==> src/rtl/aer_pkg.sv <==
// Shared widths, AER word layout and block state encoding for the event packer.
package aer_pkg;

  localparam int AER_X_W    = 2;
  localparam int AER_Y_W    = 2;
  localparam int AER_TS_W   = 16;
  localparam int AER_DEPTH  = 8;
  localparam int AER_DROP_W = 16;

  localparam logic AER_TYPE_EVT  = 1'b0;
  localparam logic AER_TYPE_WRAP = 1'b1;

  typedef struct packed {
    logic                typ;
    logic [AER_TS_W-1:0] ts;
    logic [AER_X_W-1:0]  x;
    logic [AER_Y_W-1:0]  y;
    logic                pol;
  } aer_word_t;

  typedef enum logic [1:0] {
    ST_IDLE   = 2'd0,
    ST_STREAM = 2'd1,
    ST_STALL  = 2'd2
  } aer_state_e;

endpackage

==> src/rtl/aer_event_packer_if.sv <==
// Grant input and AER output stream of the event packer; slave is the packer's view.
interface aer_event_packer_if
  import aer_pkg::*;
#(
  parameter int X_W  = AER_X_W,
  parameter int Y_W  = AER_Y_W,
  parameter int TS_W = AER_TS_W
) ();

  localparam int W = 1 + TS_W + X_W + Y_W + 1;

  logic           evt_valid_i;
  logic [X_W-1:0] xadd_i;
  logic [Y_W-1:0] yadd_i;
  logic           pol_i;
  logic           evt_ready_o;

  logic [W-1:0]   aer_data_o;
  logic           aer_valid_o;
  logic           aer_ready_i;

  modport slave (
    input  evt_valid_i, xadd_i, yadd_i, pol_i, aer_ready_i,
    output evt_ready_o, aer_data_o, aer_valid_o
  );

  modport master (
    output evt_valid_i, xadd_i, yadd_i, pol_i, aer_ready_i,
    input  evt_ready_o, aer_data_o, aer_valid_o
  );

endinterface

==> src/rtl/aer_sync_fifo.sv <==
// Show-ahead synchronous FIFO with flush and occupancy count.
module aer_sync_fifo #(
  parameter  int WIDTH = 8,
  parameter  int DEPTH = 8,
  localparam int AW    = $clog2(DEPTH)
) (
  input  logic             clk_i,
  input  logic             reset_i,
  input  logic             flush_i,
  input  logic             push_i,
  input  logic [WIDTH-1:0] wdata_i,
  input  logic             pop_i,
  output logic [WIDTH-1:0] rdata_o,
  output logic             empty_o,
  output logic             full_o,
  output logic [AW:0]      count_o
);

  logic [WIDTH-1:0] r_mem [DEPTH];
  logic [AW-1:0]    r_rd_ptr;
  logic [AW-1:0]    r_wr_ptr;
  logic [AW:0]      r_count;
  logic             w_push;
  logic             w_pop;

  assign empty_o = (r_count == '0);
  assign full_o  = (r_count == (AW+1)'(DEPTH));
  assign count_o = r_count;
  assign w_push  = push_i && !full_o;
  assign w_pop   = pop_i && !empty_o;
  // Empty FIFO presents zeros rather than stale storage.
  assign rdata_o = empty_o ? '0 : r_mem[r_rd_ptr];

  always_ff @(posedge clk_i) begin
    if (reset_i || flush_i) begin
      r_rd_ptr <= '0;
      r_wr_ptr <= '0;
      r_count  <= '0;
    end else begin
      if (w_push) r_wr_ptr <= r_wr_ptr + 1'b1;
      if (w_pop)  r_rd_ptr <= r_rd_ptr + 1'b1;
      case ({w_push, w_pop})
        2'b10:   r_count <= r_count + 1'b1;
        2'b01:   r_count <= r_count - 1'b1;
        default: r_count <= r_count;
      endcase
    end
  end

  always_ff @(posedge clk_i) begin
    if (w_push && !reset_i && !flush_i) r_mem[r_wr_ptr] <= wdata_i;
  end

endmodule

==> src/rtl/aer_event_packer.sv <==
// Stamps arbiter grants with a free-running timestamp, packs them into AER words and
// streams them through a FIFO, inserting wrap markers and counting lost entries.
//
// state     | meaning
// ST_IDLE   | FIFO and skid empty
// ST_STREAM | FIFO holds words, skid empty
// ST_STALL  | skid holds an accepted event waiting for a FIFO slot
module aer_event_packer
  import aer_pkg::*;
#(
  parameter int X_W    = AER_X_W,
  parameter int Y_W    = AER_Y_W,
  parameter int TS_W   = AER_TS_W,
  parameter int DEPTH  = AER_DEPTH,
  parameter int DROP_W = AER_DROP_W
) (
  input  logic                    clk_i,
  input  logic                    reset_i,
  input  logic                    enable_i,
  input  logic                    flush_i,
  aer_event_packer_if.slave       bus,
  output logic [$clog2(DEPTH):0]  fifo_level_o,
  output logic [DROP_W-1:0]       drop_cnt_o
);

  localparam int W     = 1 + TS_W + X_W + Y_W + 1;
  localparam int LVL_W = $clog2(DEPTH) + 1;

  aer_state_e        r_state;
  aer_state_e        w_state_next;
  logic [TS_W-1:0]   r_ts;
  logic              r_marker_pend;
  logic [W-1:0]      r_skid_data;
  logic [DROP_W-1:0] r_drop_cnt;
  logic [DROP_W:0]   w_drop_sum;

  logic              w_skid_vld;
  logic              w_evt_ready;
  logic              w_accept;
  logic              w_wrap;
  logic              w_full;
  logic              w_empty;
  logic              w_push;
  logic              w_pop;
  logic              w_marker_wr;
  logic              w_skid_wr;
  logic              w_evt_direct;
  logic              w_skid_load;
  logic              w_drop_evt;
  logic              w_drop_wrap;
  logic [W-1:0]      w_evt_word;
  logic [W-1:0]      w_wdata;
  logic [W-1:0]      w_rdata;
  logic [LVL_W-1:0]  w_count;
  logic [LVL_W-1:0]  w_level_next;

  // The skid register is occupied exactly while the block is stalled.
  assign w_skid_vld  = (r_state == ST_STALL);
  assign w_evt_ready = !w_skid_vld;
  assign w_accept    = enable_i && bus.evt_valid_i && w_evt_ready && !flush_i;
  assign w_wrap      = enable_i && (&r_ts);
  assign w_evt_word  = {AER_TYPE_EVT, r_ts, bus.xadd_i, bus.yadd_i, bus.pol_i};
  assign w_pop       = !w_empty && bus.aer_ready_i;

  // One write per cycle: pending marker, then skid entry, then the new event.
  always_comb begin
    w_push       = 1'b0;
    w_wdata      = '0;
    w_marker_wr  = 1'b0;
    w_skid_wr    = 1'b0;
    w_evt_direct = 1'b0;
    if (!flush_i && !w_full) begin
      if (r_marker_pend) begin
        w_push      = 1'b1;
        w_wdata     = {AER_TYPE_WRAP, {(W-1){1'b0}}};
        w_marker_wr = 1'b1;
      end else if (w_skid_vld) begin
        w_push    = 1'b1;
        w_wdata   = r_skid_data;
        w_skid_wr = 1'b1;
      end else if (w_accept) begin
        w_push       = 1'b1;
        w_wdata      = w_evt_word;
        w_evt_direct = 1'b1;
      end
    end
  end

  assign w_skid_load  = w_accept && !w_evt_direct;
  assign w_level_next = w_count + LVL_W'(w_push) - LVL_W'(w_pop);

  always_comb begin
    w_state_next = r_state;
    case (r_state)
      ST_IDLE: begin
        if (w_skid_load)      w_state_next = ST_STALL;
        else if (w_push)      w_state_next = ST_STREAM;
      end
      ST_STREAM: begin
        if (w_skid_load)                w_state_next = ST_STALL;
        else if (w_level_next == '0)    w_state_next = ST_IDLE;
      end
      ST_STALL: begin
        if (w_skid_wr)        w_state_next = ST_STREAM;
      end
      default:                w_state_next = ST_IDLE;
    endcase
    if (flush_i) w_state_next = ST_IDLE;
  end

  always_ff @(posedge clk_i) begin
    if (reset_i) r_state <= ST_IDLE;
    else         r_state <= w_state_next;
  end

  always_ff @(posedge clk_i) begin
    if (reset_i)       r_ts <= '0;
    else if (enable_i) r_ts <= r_ts + 1'b1;
  end

  always_ff @(posedge clk_i) begin
    if (reset_i || flush_i) r_marker_pend <= 1'b0;
    else if (w_wrap)        r_marker_pend <= 1'b1;
    else if (w_marker_wr)   r_marker_pend <= 1'b0;
  end

  always_ff @(posedge clk_i) begin
    if (reset_i)          r_skid_data <= '0;
    else if (w_skid_load) r_skid_data <= w_evt_word;
  end

  // A wrap is lost only if the previous marker is still waiting for a slot.
  assign w_drop_evt  = !flush_i && enable_i && bus.evt_valid_i && !w_evt_ready;
  assign w_drop_wrap = !flush_i && w_wrap && r_marker_pend && !w_marker_wr;
  assign w_drop_sum  = {1'b0, r_drop_cnt} + {{DROP_W{1'b0}}, w_drop_evt}
                     + {{DROP_W{1'b0}}, w_drop_wrap};

  always_ff @(posedge clk_i) begin
    if (reset_i)                r_drop_cnt <= '0;
    else if (w_drop_sum[DROP_W]) r_drop_cnt <= '1;
    else                        r_drop_cnt <= w_drop_sum[DROP_W-1:0];
  end

  aer_sync_fifo #(
    .WIDTH (W),
    .DEPTH (DEPTH)
  ) u_fifo (
    .clk_i   (clk_i),
    .reset_i (reset_i),
    .flush_i (flush_i),
    .push_i  (w_push),
    .wdata_i (w_wdata),
    .pop_i   (w_pop),
    .rdata_o (w_rdata),
    .empty_o (w_empty),
    .full_o  (w_full),
    .count_o (w_count)
  );

  assign bus.evt_ready_o = w_evt_ready;
  assign bus.aer_data_o  = w_rdata;
  assign bus.aer_valid_o = !w_empty;
  assign fifo_level_o    = w_count;
  assign drop_cnt_o      = r_drop_cnt;

endmodule

==> src/flat_wrapper.sv <==
// flat-port wrapper written by rule: the top's interface ports become plain ports
module aer_event_packer_flat import aer_pkg::*;
#(
  parameter int X_W    = AER_X_W,
  parameter int Y_W    = AER_Y_W,
  parameter int TS_W   = AER_TS_W,
  parameter int DEPTH  = AER_DEPTH,
  parameter int DROP_W = AER_DROP_W
)
  (clk_i, reset_i, enable_i, flush_i, fifo_level_o, drop_cnt_o, bus_evt_valid_i, bus_xadd_i, bus_yadd_i, bus_pol_i, bus_aer_ready_i, bus_evt_ready_o, bus_aer_data_o, bus_aer_valid_o);
  aer_event_packer_if #(.X_W(X_W), .Y_W(Y_W), .TS_W(TS_W)) bus_i ();
  input  logic clk_i;
  input  logic reset_i;
  input  logic enable_i;
  input  logic flush_i;
  output logic [$clog2(DEPTH):0] fifo_level_o;
  output logic [DROP_W-1:0] drop_cnt_o;
  input wire logic [$bits(bus_i.evt_valid_i)-1:0] bus_evt_valid_i;
  input wire logic [$bits(bus_i.xadd_i)-1:0] bus_xadd_i;
  input wire logic [$bits(bus_i.yadd_i)-1:0] bus_yadd_i;
  input wire logic [$bits(bus_i.pol_i)-1:0] bus_pol_i;
  input wire logic [$bits(bus_i.aer_ready_i)-1:0] bus_aer_ready_i;
  output wire logic [$bits(bus_i.evt_ready_o)-1:0] bus_evt_ready_o;
  output wire logic [$bits(bus_i.aer_data_o)-1:0] bus_aer_data_o;
  output wire logic [$bits(bus_i.aer_valid_o)-1:0] bus_aer_valid_o;
  assign bus_i.evt_valid_i = bus_evt_valid_i;
  assign bus_i.xadd_i = bus_xadd_i;
  assign bus_i.yadd_i = bus_yadd_i;
  assign bus_i.pol_i = bus_pol_i;
  assign bus_i.aer_ready_i = bus_aer_ready_i;
  assign bus_evt_ready_o = bus_i.evt_ready_o;
  assign bus_aer_data_o = bus_i.aer_data_o;
  assign bus_aer_valid_o = bus_i.aer_valid_o;
  aer_event_packer #(.X_W(X_W), .Y_W(Y_W), .TS_W(TS_W), .DEPTH(DEPTH), .DROP_W(DROP_W)) u_core (.clk_i(clk_i), .reset_i(reset_i), .enable_i(enable_i), .flush_i(flush_i), .bus(bus_i), .fifo_level_o(fifo_level_o), .drop_cnt_o(drop_cnt_o));
endmodule
==> config.mk <==
export PLATFORM = sky130hd
export DESIGN_NAME = aer_event_packer_flat
export DESIGN_NICKNAME = d
export VERILOG_FILES = /design/src/rtl/aer_pkg.sv /design/src/rtl/aer_event_packer_if.sv /design/src/rtl/aer_sync_fifo.sv /design/src/rtl/aer_event_packer.sv /design/src/flat_wrapper.sv
export SDC_FILE = /design/constraint.sdc
export NUM_CORES = 1
export LEC_CHECK = 0
export ABC_AREA = 0
export BUFFER_PORTS_ARGS = -buffer_cell sky130_fd_sc_hd__buf_2
export CAP_MARGIN = 20
export CORE_ASPECT_RATIO = 1.25
export CORE_UTILIZATION = 60
export DETAILED_ROUTE_END_ITERATION = 10
export PLACE_DENSITY = 0.88
export SYNTH_ARGS = -nofsm -noshare
export SYNTH_HDL_FRONTEND = slang
export SYNTH_SLANG_ARGS = --single-unit
==> constraint.sdc <==
create_clock -name clk_i -period 4.7 [get_ports clk_i]
set_clock_uncertainty 0.15 [all_clocks]
set_input_delay 0.47 -clock clk_i [delete_from_list [all_inputs] [get_ports clk_i]]
set_output_delay 0.47 -clock clk_i [all_outputs]
set_load 0.005 [all_outputs]
======== After elaboration in Yosys (flattened, before gate mapping) ========
Memories as Yosys holds them, arrays and structs flattened. A register that Yosys moved wholly into a read port is not among the register bits.
Cells that the tools add are included.
cells by class
  add/sub/neg operators ................... 9
  eq/ne operators ......................... 8
  multiplexer cells ....................... 31
  reduce and logical (&&, ||, !) cells .... 33
operators by type and width
  operator                                           count
  two-way mux 22 bit                                 4
  two-way mux 21 bit                                 1
  adder 16 x 1 -> 17 bit                             1
  adder 17 x 1 -> 17 bit                             1
  logical AND 1 bit                                  17
  adder 16 x 1 -> 16 bit (second input constant)     1
  two-way mux 1 bit                                  16
  two-way mux 16 bit                                 1
  AND reduction 16 bit                               1
  two-way mux 2 bit                                  5
  logical NOT 4 bit                                  2
  case mux 4 bit (2 select lines)                    1
  logical NOT 1 bit                                  7
  adder 3 x 1 -> 3 bit (second input constant)       2
  two-way mux 3 bit                                  2
  case mux 2 bit (3 select lines)                    1
  adder 4 x 1 -> 4 bit                               1
  adder 4 x 1 -> 4 bit (second input constant)       1
  == test 2 x 1 -> 1 bit (second input constant)     2
  == test 2 bit (second input constant)              2
  == test 4 bit (second input constant)              1
  nonzero test 2 bit                                 2
  subtractor 4 x 1 -> 4 bit                          1
  subtractor 4 x 1 -> 4 bit (second input constant)  1
  7 further kinds                                    7
storage, ports and cells
  bits in registers ....................... 66
  RAM bits ................................ 176
  input bits .............................. 11
  output and inout port bits .............. 44
  logic and storage cells ................. 90
  memories ................................ 1
memory list
  memory               words  width  rd ports  clocked after memory_dff  write ports  line                 source
  u_core.u_fifo.r_mem  8      22     1         1                         1            aer_sync_fifo.sv:19  logic [WIDTH-1:0] r_mem [DEPTH];

======== Logic depth before layout (Yosys ltp) ========
  word-level depth ........................ 14
  mapped depth ............................ 15

======== Cells and area by module ========
From an unflattened synthesis, not the netlist that was laid out.
second synthesis, totals
  cell total of the unflattened synthesis .. 704
  area, all modules ....................... 10246.1 sq um
modules (own cells, without submodules)
  module            times used  cells an instance  area an instance (sq um)  sequential area each (sq um)
  aer_sync_fifo     1           356                7374.6                    5545.3
  aer_event_packer  1           348                2871.5                    1121.1

======== Worst setup path after synthesis ========
No wires, ideal clock.
  path kind ............................... reg-to-reg
  start point ............................. register u_core.u_fifo.r_count[2], in the netlist u_core.u_fifo.count_o[2]
  end point ............................... memory u_core.u_fifo.r_mem[0][0] (netlist name), enable pin
  arrival ................................. 3435 ps
  path slack .............................. 658 ps
  cell stages (with the launch flop) ...... 8
  path buffers ............................ 0
  period minus slack after synthesis ...... 4042 ps
  path through ............................ dfxtp_1 inv_1 ha_1 nor3b_2 a211o_1 inv_2 nand2b_1 nor4_1
on the way
  cells in the longest elaborated chain, start to end .. 9
RTL lines
  what                                       line                                         source
  start, declared                            aer_sync_fifo.sv:22                          logic [AW:0] r_count;
  start signal, assigned                     aer_sync_fifo.sv:43                          2'b10: r_count <= r_count + 1'b1;
  start signal, assigned                     aer_sync_fifo.sv:44                          2'b01: r_count <= r_count - 1'b1;
  start signal, assigned                     aer_sync_fifo.sv:45                          default: r_count <= r_count;
  == test 4 bit *                            aer_sync_fifo.sv:27                          assign full_o = (r_count == (AW+1)'(DEPTH));
  logical NOT 1 bit *                        aer_sync_fifo.sv:29, aer_event_packer.sv:72
  logical AND 1 bit                          aer_event_packer.sv:72                       if (!flush_i && !w_full) begin
  two-way mux 1 bit                          aer_event_packer.sv:72
  logical AND 1 bit *                        aer_sync_fifo.sv:29                          assign w_push = push_i && !full_o;
  logical AND 1 bit * (2 in series)          aer_sync_fifo.sv:51                          if (w_push && !reset_i && !flush_i) r_mem[r_wr_ptr] <= wdata_i;
  two-way mux 1 bit *                        aer_sync_fifo.sv:51
  two-way mux 1 bit (not written as such) *  aer_sync_fifo.sv:51
  end, declared                              aer_sync_fifo.sv:19
Mark *: on every way between the ends. The rest lies on a longest branch, timed or not.

======== Worst setup path after layout ========
  start point ............................. register u_core.r_ts[3]
  end point ............................... register u_core.r_drop_cnt[10], in the netlist u_core.drop_cnt_o[10]
on the way
  cells in the longest elaborated chain, start to end .. 7
RTL lines
  what                             line                     source
  start, declared                  aer_event_packer.sv:31   logic [TS_W-1:0] r_ts;
  start signal, assigned           aer_event_packer.sv:118  else if (enable_i) r_ts <= r_ts + 1'b1;
  AND reduction 16 bit             aer_event_packer.sv:61   assign w_wrap = enable_i && (&r_ts);
  logical AND 1 bit                aer_event_packer.sv:61
  logical AND 1 bit (3 in series)  aer_event_packer.sv:134  assign w_drop_wrap = !flush_i && w_wrap && r_marker_pend && !w_marker_wr;
  adder 17 x 1 -> 17 bit           aer_event_packer.sv:136  + {{DROP_W{1'b0}}, w_drop_wrap};
  two-way mux 16 bit               aer_event_packer.sv:140  else if (w_drop_sum[DROP_W]) r_drop_cnt <= '1;
  end signal, assigned             aer_event_packer.sv:141  else r_drop_cnt <= w_drop_sum[DROP_W-1:0];
  end, declared                    aer_event_packer.sv:34   logic [DROP_W-1:0] r_drop_cnt;
Every way passes these cells.
A chain may end at the register's enable or synchronous reset.

==> impl_summary.txt <==
----------------------------------------------------
[Hold path]
  Worst hold path endpoint ... u_core.r_skid_data[0]$_SDFFE_PP0P_
  Instance count along the most critical hold path ... 3
  Startpoint of the tightest hold check path ... bus_pol_i
  Worst min path class ... primary input to flop

[Floorplan]
  Core footprint ... 16,300 um2
  Die area ... 17,400 um2
  Std cell rows ... 52
  Die height ... 147 um
  Effective utilization at floorplan ... 62.0%
  Die X ... 118 um
  I/O pin total ... 55

[Synth]
  Xor and xnor area share after synthesis ... 2.08%
  Post-synthesis net count ... 709
  Sequential share of the synthesized area ... 65.8%
  Cell type with the largest total area after synthesis ... sky130_fd_sc_hd__edfxtp_1
  Dominant cell by count in the synthesized netlist ... sky130_fd_sc_hd__edfxtp_1
  Number of distinct standard cells referenced by the synthesized netlist ... 52
  Number of warnings issued by yosys ... 0
  Compound-Gate Fraction of Synth Area ... 4.62%
  Post-synth top flop ... sky130_fd_sc_hd__edfxtp_1
  Post-synthesis mux area share ... 14.3%
  Synth async-reset ratio ... 0%
  Post-synthesis simple-gate area fraction ... 8.51%
  Most instantiated cells after synthesis ... sky130_fd_sc_hd__edfxtp_1 (176), sky130_fd_sc_hd__nor2_1 (98), sky130_fd_sc_hd__dfxtp_1 (69), sky130_fd_sc_hd__mux2i_1 (46), sky130_fd_sc_hd__mux4_2 (44)
  Post-Syn Area per Cell ... 14.8 um2
  Synthesized area ... 10,100 um2
  Biggest area contributors in the synthesized netlist ... sky130_fd_sc_hd__edfxtp_1 (52%), sky130_fd_sc_hd__dfxtp_1 (14%), sky130_fd_sc_hd__mux4_2 (9.8%), sky130_fd_sc_hd__mux2i_1 (4.5%), sky130_fd_sc_hd__nor2_1 (3.6%)
  Combinational family with the most area after synthesis ... multiplexers
  Count of flip-flops with a built-in enable after synthesis ... 176
  Cell count after synthesis ... 682
  Flip-flop and latch count after synthesis ... 245
  Fraction of the mapped netlist area in adder cells ... 2.20%
  Proportion of netlist area held by the largest area contributor ... 52.2%

[Detailed routing]
  Via density per instance ... 6.39
  Residual DRC count ... 0
  Router iterations before antenna repair ... 5
  Total wirelength of the detailed-routed design ... 21,400 um
  Post-Route M1 WL ... 8080 um
  First DRT Iteration DRCs ... 719
  Topmost layer with routed signal wires ... met4
  Antenna Violating Nets Remaining ... 0
  WL/cell ... 22.2 um
  Met3 wire length ... 1510 um
  Number of vias after detailed routing ... 6,175
  Met2 wire length ... 11,200 um

[Critical path]
  Kind of critical path ... flop to flop
  Reg2reg setup slack ... 1.04 ns
  Kind of capture point of the worst setup path ... flop
  FF-to-FF End ... u_core.drop_cnt_o[10]$_SDFF_PP0_
  Req. time, crit path ... 4.98 ns
  Worst-path cell chain ... nand4_1 -> nor3_1 -> nand4_1 -> nor3_1 -> fa_1 -> ha_1 -> and4_1 -> and3_1 -> nand4_2 -> a31oi_1
  Startpoint of the lowest-slack register-to-register path ... u_core.r_ts[3]$_SDFFE_PP0P_
  Buffering stage count on the worst path with inverters included ... 0
  CP startpoint kind ... flop
  Arrival time of the worst setup path ... 3.94 ns
  Worst path top cell family by delay ... simple AND/OR/NAND/NOR gates
  Critical path peak fanout ... 14
  Worst reg2reg path depth ... 10
  Cell type of the slowest stage on the worst timing path ... sky130_fd_sc_hd__dfxtp_1
  Logic depth of the worst path, buffers included ... 10
  Crit-path max cell delay ... 0.47 ns

[Final layout]
  Filler Cells Inserted ... 992
  Net count reported at finish ... 761
  Layout-stage area growth over the synthesis result ... 12.7%
  Count of antenna diodes in the layout ... 0
  Area of combinational cells with multiple inputs ... 3250 um2
  Ratio of cells with drive above 1 in the final layout ... 22.5%
  Storage element area ... 6670 um2
  Final design instance area without fill ... 11,400 um2

[Clock tree]
  Clock transition at path regs ... 0.07 ns
  Post_cts resized ... 0
  Worst-Skew Late Latency ... 0.50 ns
  Clock tree from TritonCTS ... done
  Clock tree sinks ... 245
  Clock buffer count from CTS ... 22
  Number of H-tree levels ... 1
  Clk Tree Root Cell ... sky130_fd_sc_hd__clkbuf_16
  Total setup buffers inserted after CTS ... 0
  Number of hold-repair buffers added at the cts stage ... 0
  Clock tree buffer depth ... 3

[Global routing]
  Total track usage ... 24.7%
  Congestion Overflow GR ... 0
  Number of global-route vias before repair ... 6,284
  Antenna violations before repair ... 0
  Maximum number of pins on one net before global-route repair ... 63
  Wire length of the first global-routing pass ... 33,200 um

[Timing]
  Min cycle time layout ... 3.66 ns
  Achievable Freq ... 273 MHz
  Setup violations, final ... 0
  Share of the cycle needed by the critical path after routing ... 77.9%
  Total count of hold-check failures in the final report ... 0
  Relative max-transition margin ... 31.3%
  Fin Setup TNS ... 0 ns
  RSZ-0062 raised after global routing ... no
  Final Max Slew Viols ... 0
  Pin slew with the least headroom to its limit ... 1.03 ns

[Pwr]
  Leakage component of the power ... 0.00384 uW
  Max IR drop VDD ... 0.000300 V
  PwrDens ... 365 nW/um2

[Place]
  Routability-driven placement congestion ratio ... 0.857
  Cell Area, Placed ... 10,700 um2
  Number of input and output port buffers inserted ... 54
  Placed wire-length estimate ... 12,100 um

[Outcome]
  Result of the run ... complete, no violations

[Run]
  Max-cap viol count ... 0

----------------------------------------------------
[report_power, final]
group | internal (uW) | switching [uW]
clock network | 1000 | 772
logic | 33.2 | 57.4
registers | 2290 | 6.22
total | 3330 | 835
[layout by cell type, fill, tap and decap left out, types with 6 or more instances in the layout]
cell / count
sky130_fd_sc_hd__xnor2_1: 10
sky130_fd_sc_hd__o21ai_0: 8
sky130_fd_sc_hd__nand4_1: 12
sky130_fd_sc_hd__inv_1: 14
sky130_fd_sc_hd__buf_4: 14
sky130_fd_sc_hd__xor2_1: 14
sky130_fd_sc_hd__nor3_1: 7
sky130_fd_sc_hd__ha_1: 13
sky130_fd_sc_hd__nor2_1: 94
sky130_fd_sc_hd__mux4_2: 44
sky130_fd_sc_hd__buf_2: 54
sky130_fd_sc_hd__clkbuf_16: 23
sky130_fd_sc_hd__edfxtp_1: 176
sky130_fd_sc_hd__a21oi_1: 23
sky130_fd_sc_hd__nand3_1: 6
sky130_fd_sc_hd__dfxtp_1: 67
sky130_fd_sc_hd__or3_1: 6
sky130_fd_sc_hd__nand2_1: 14
sky130_fd_sc_hd__a22oi_1: 21
sky130_fd_sc_hd__mux2i_1: 46
[final cells by class]
cell class | count | share of cell area, %
timing repair buffer | 71 | 3.88
sequential | 245 | 58.4
clock inverter | 11 | 0.767
multi-input combinational | 378 | 28.5
tap | 216 | 2.37
clock buffer | 29 | 5.50
inverter | 16 | 0.526
[logic make-up after synthesis]
group                    after synthesis
flip-flops                           245
AND/OR/NAND/NOR                      176
adder cells (fa/ha/maj)               16
XOR/XNOR                              24
AO/OA/AOI/OAI                         72
buffers and inverters                 59
multiplexers                          90
[worst max path at each step]
stage	from	to
2_1_floorplan	u_core.u_fifo.count_o[2]$_SDFFE_PP0P_	u_core.u_fifo.r_mem[0][0]$_DFFE_PP_
3_3_place_gp	u_core.r_ts[3]$_SDFFE_PP0P_	u_core.drop_cnt_o[10]$_SDFF_PP0_
3_5_place_dp	u_core.r_ts[3]$_SDFFE_PP0P_	u_core.drop_cnt_o[10]$_SDFF_PP0_
4_1_cts	u_core.r_ts[3]$_SDFFE_PP0P_	u_core.drop_cnt_o[7]$_SDFF_PP0_
5_1_grt	u_core.r_ts[3]$_SDFFE_PP0P_	u_core.drop_cnt_o[11]$_SDFF_PP0_
6_report	u_core.r_ts[3]$_SDFFE_PP0P_	u_core.drop_cnt_o[10]$_SDFF_PP0_
[metal layers]
| metal | vias to the layer above | GRT usage [%] |
|---|---|---|
| li1 | 2701 | - |
| met1 | 3100 | 30.6 |
| met2 | 325 | 44.4 |
| met3 | 49 | 3.11 |
| met4 | 0 | 9.10 |
| met5 | - | 0 |
[worst reg2reg max path: cells and delay by family, from the launching register on]
| family | cells | cell delay [ns] |
|---|---|---|
| and+or+nand+nor | 7 | 2.20 |
| DFF | 1 | 0.47 |
| AOI/OAI and AO/OA | 1 | 0.28 |
| adders and majority gates | 2 | 0.49 |
[sequential cells by signal (all words and copies together), names as in the netlist, named ones only]
register and count:
u_core.u_fifo.r_rd_ptr 3, u_core.r_skid_data 21, u_core.u_fifo.count_o 4, u_core.u_fifo.r_wr_ptr 3
u_core.r_marker_pend 1, u_core.u_fifo.r_mem 176, u_core.r_ts 16, u_core.drop_cnt_o 16
u_core.r_state 2
[through the flow]
step	worst slack [ns]	util (%)	cells	hold slack (ns)	total power [uW]
3_5_place_dp	1.17	65.3	924	0.337	2430
6_report	1.04	69.9	966	0.0885	4160
4_1_cts	1.13	69.6	964	0.0949	4180
5_1_grt	0.662	69.9	966	0.140	4260
2_1_floorplan	0.658	-	682	0.311	2410
3_3_place_gp	1.40	65.1	923	0.323	2430
(Power assumes the default switching activity.)
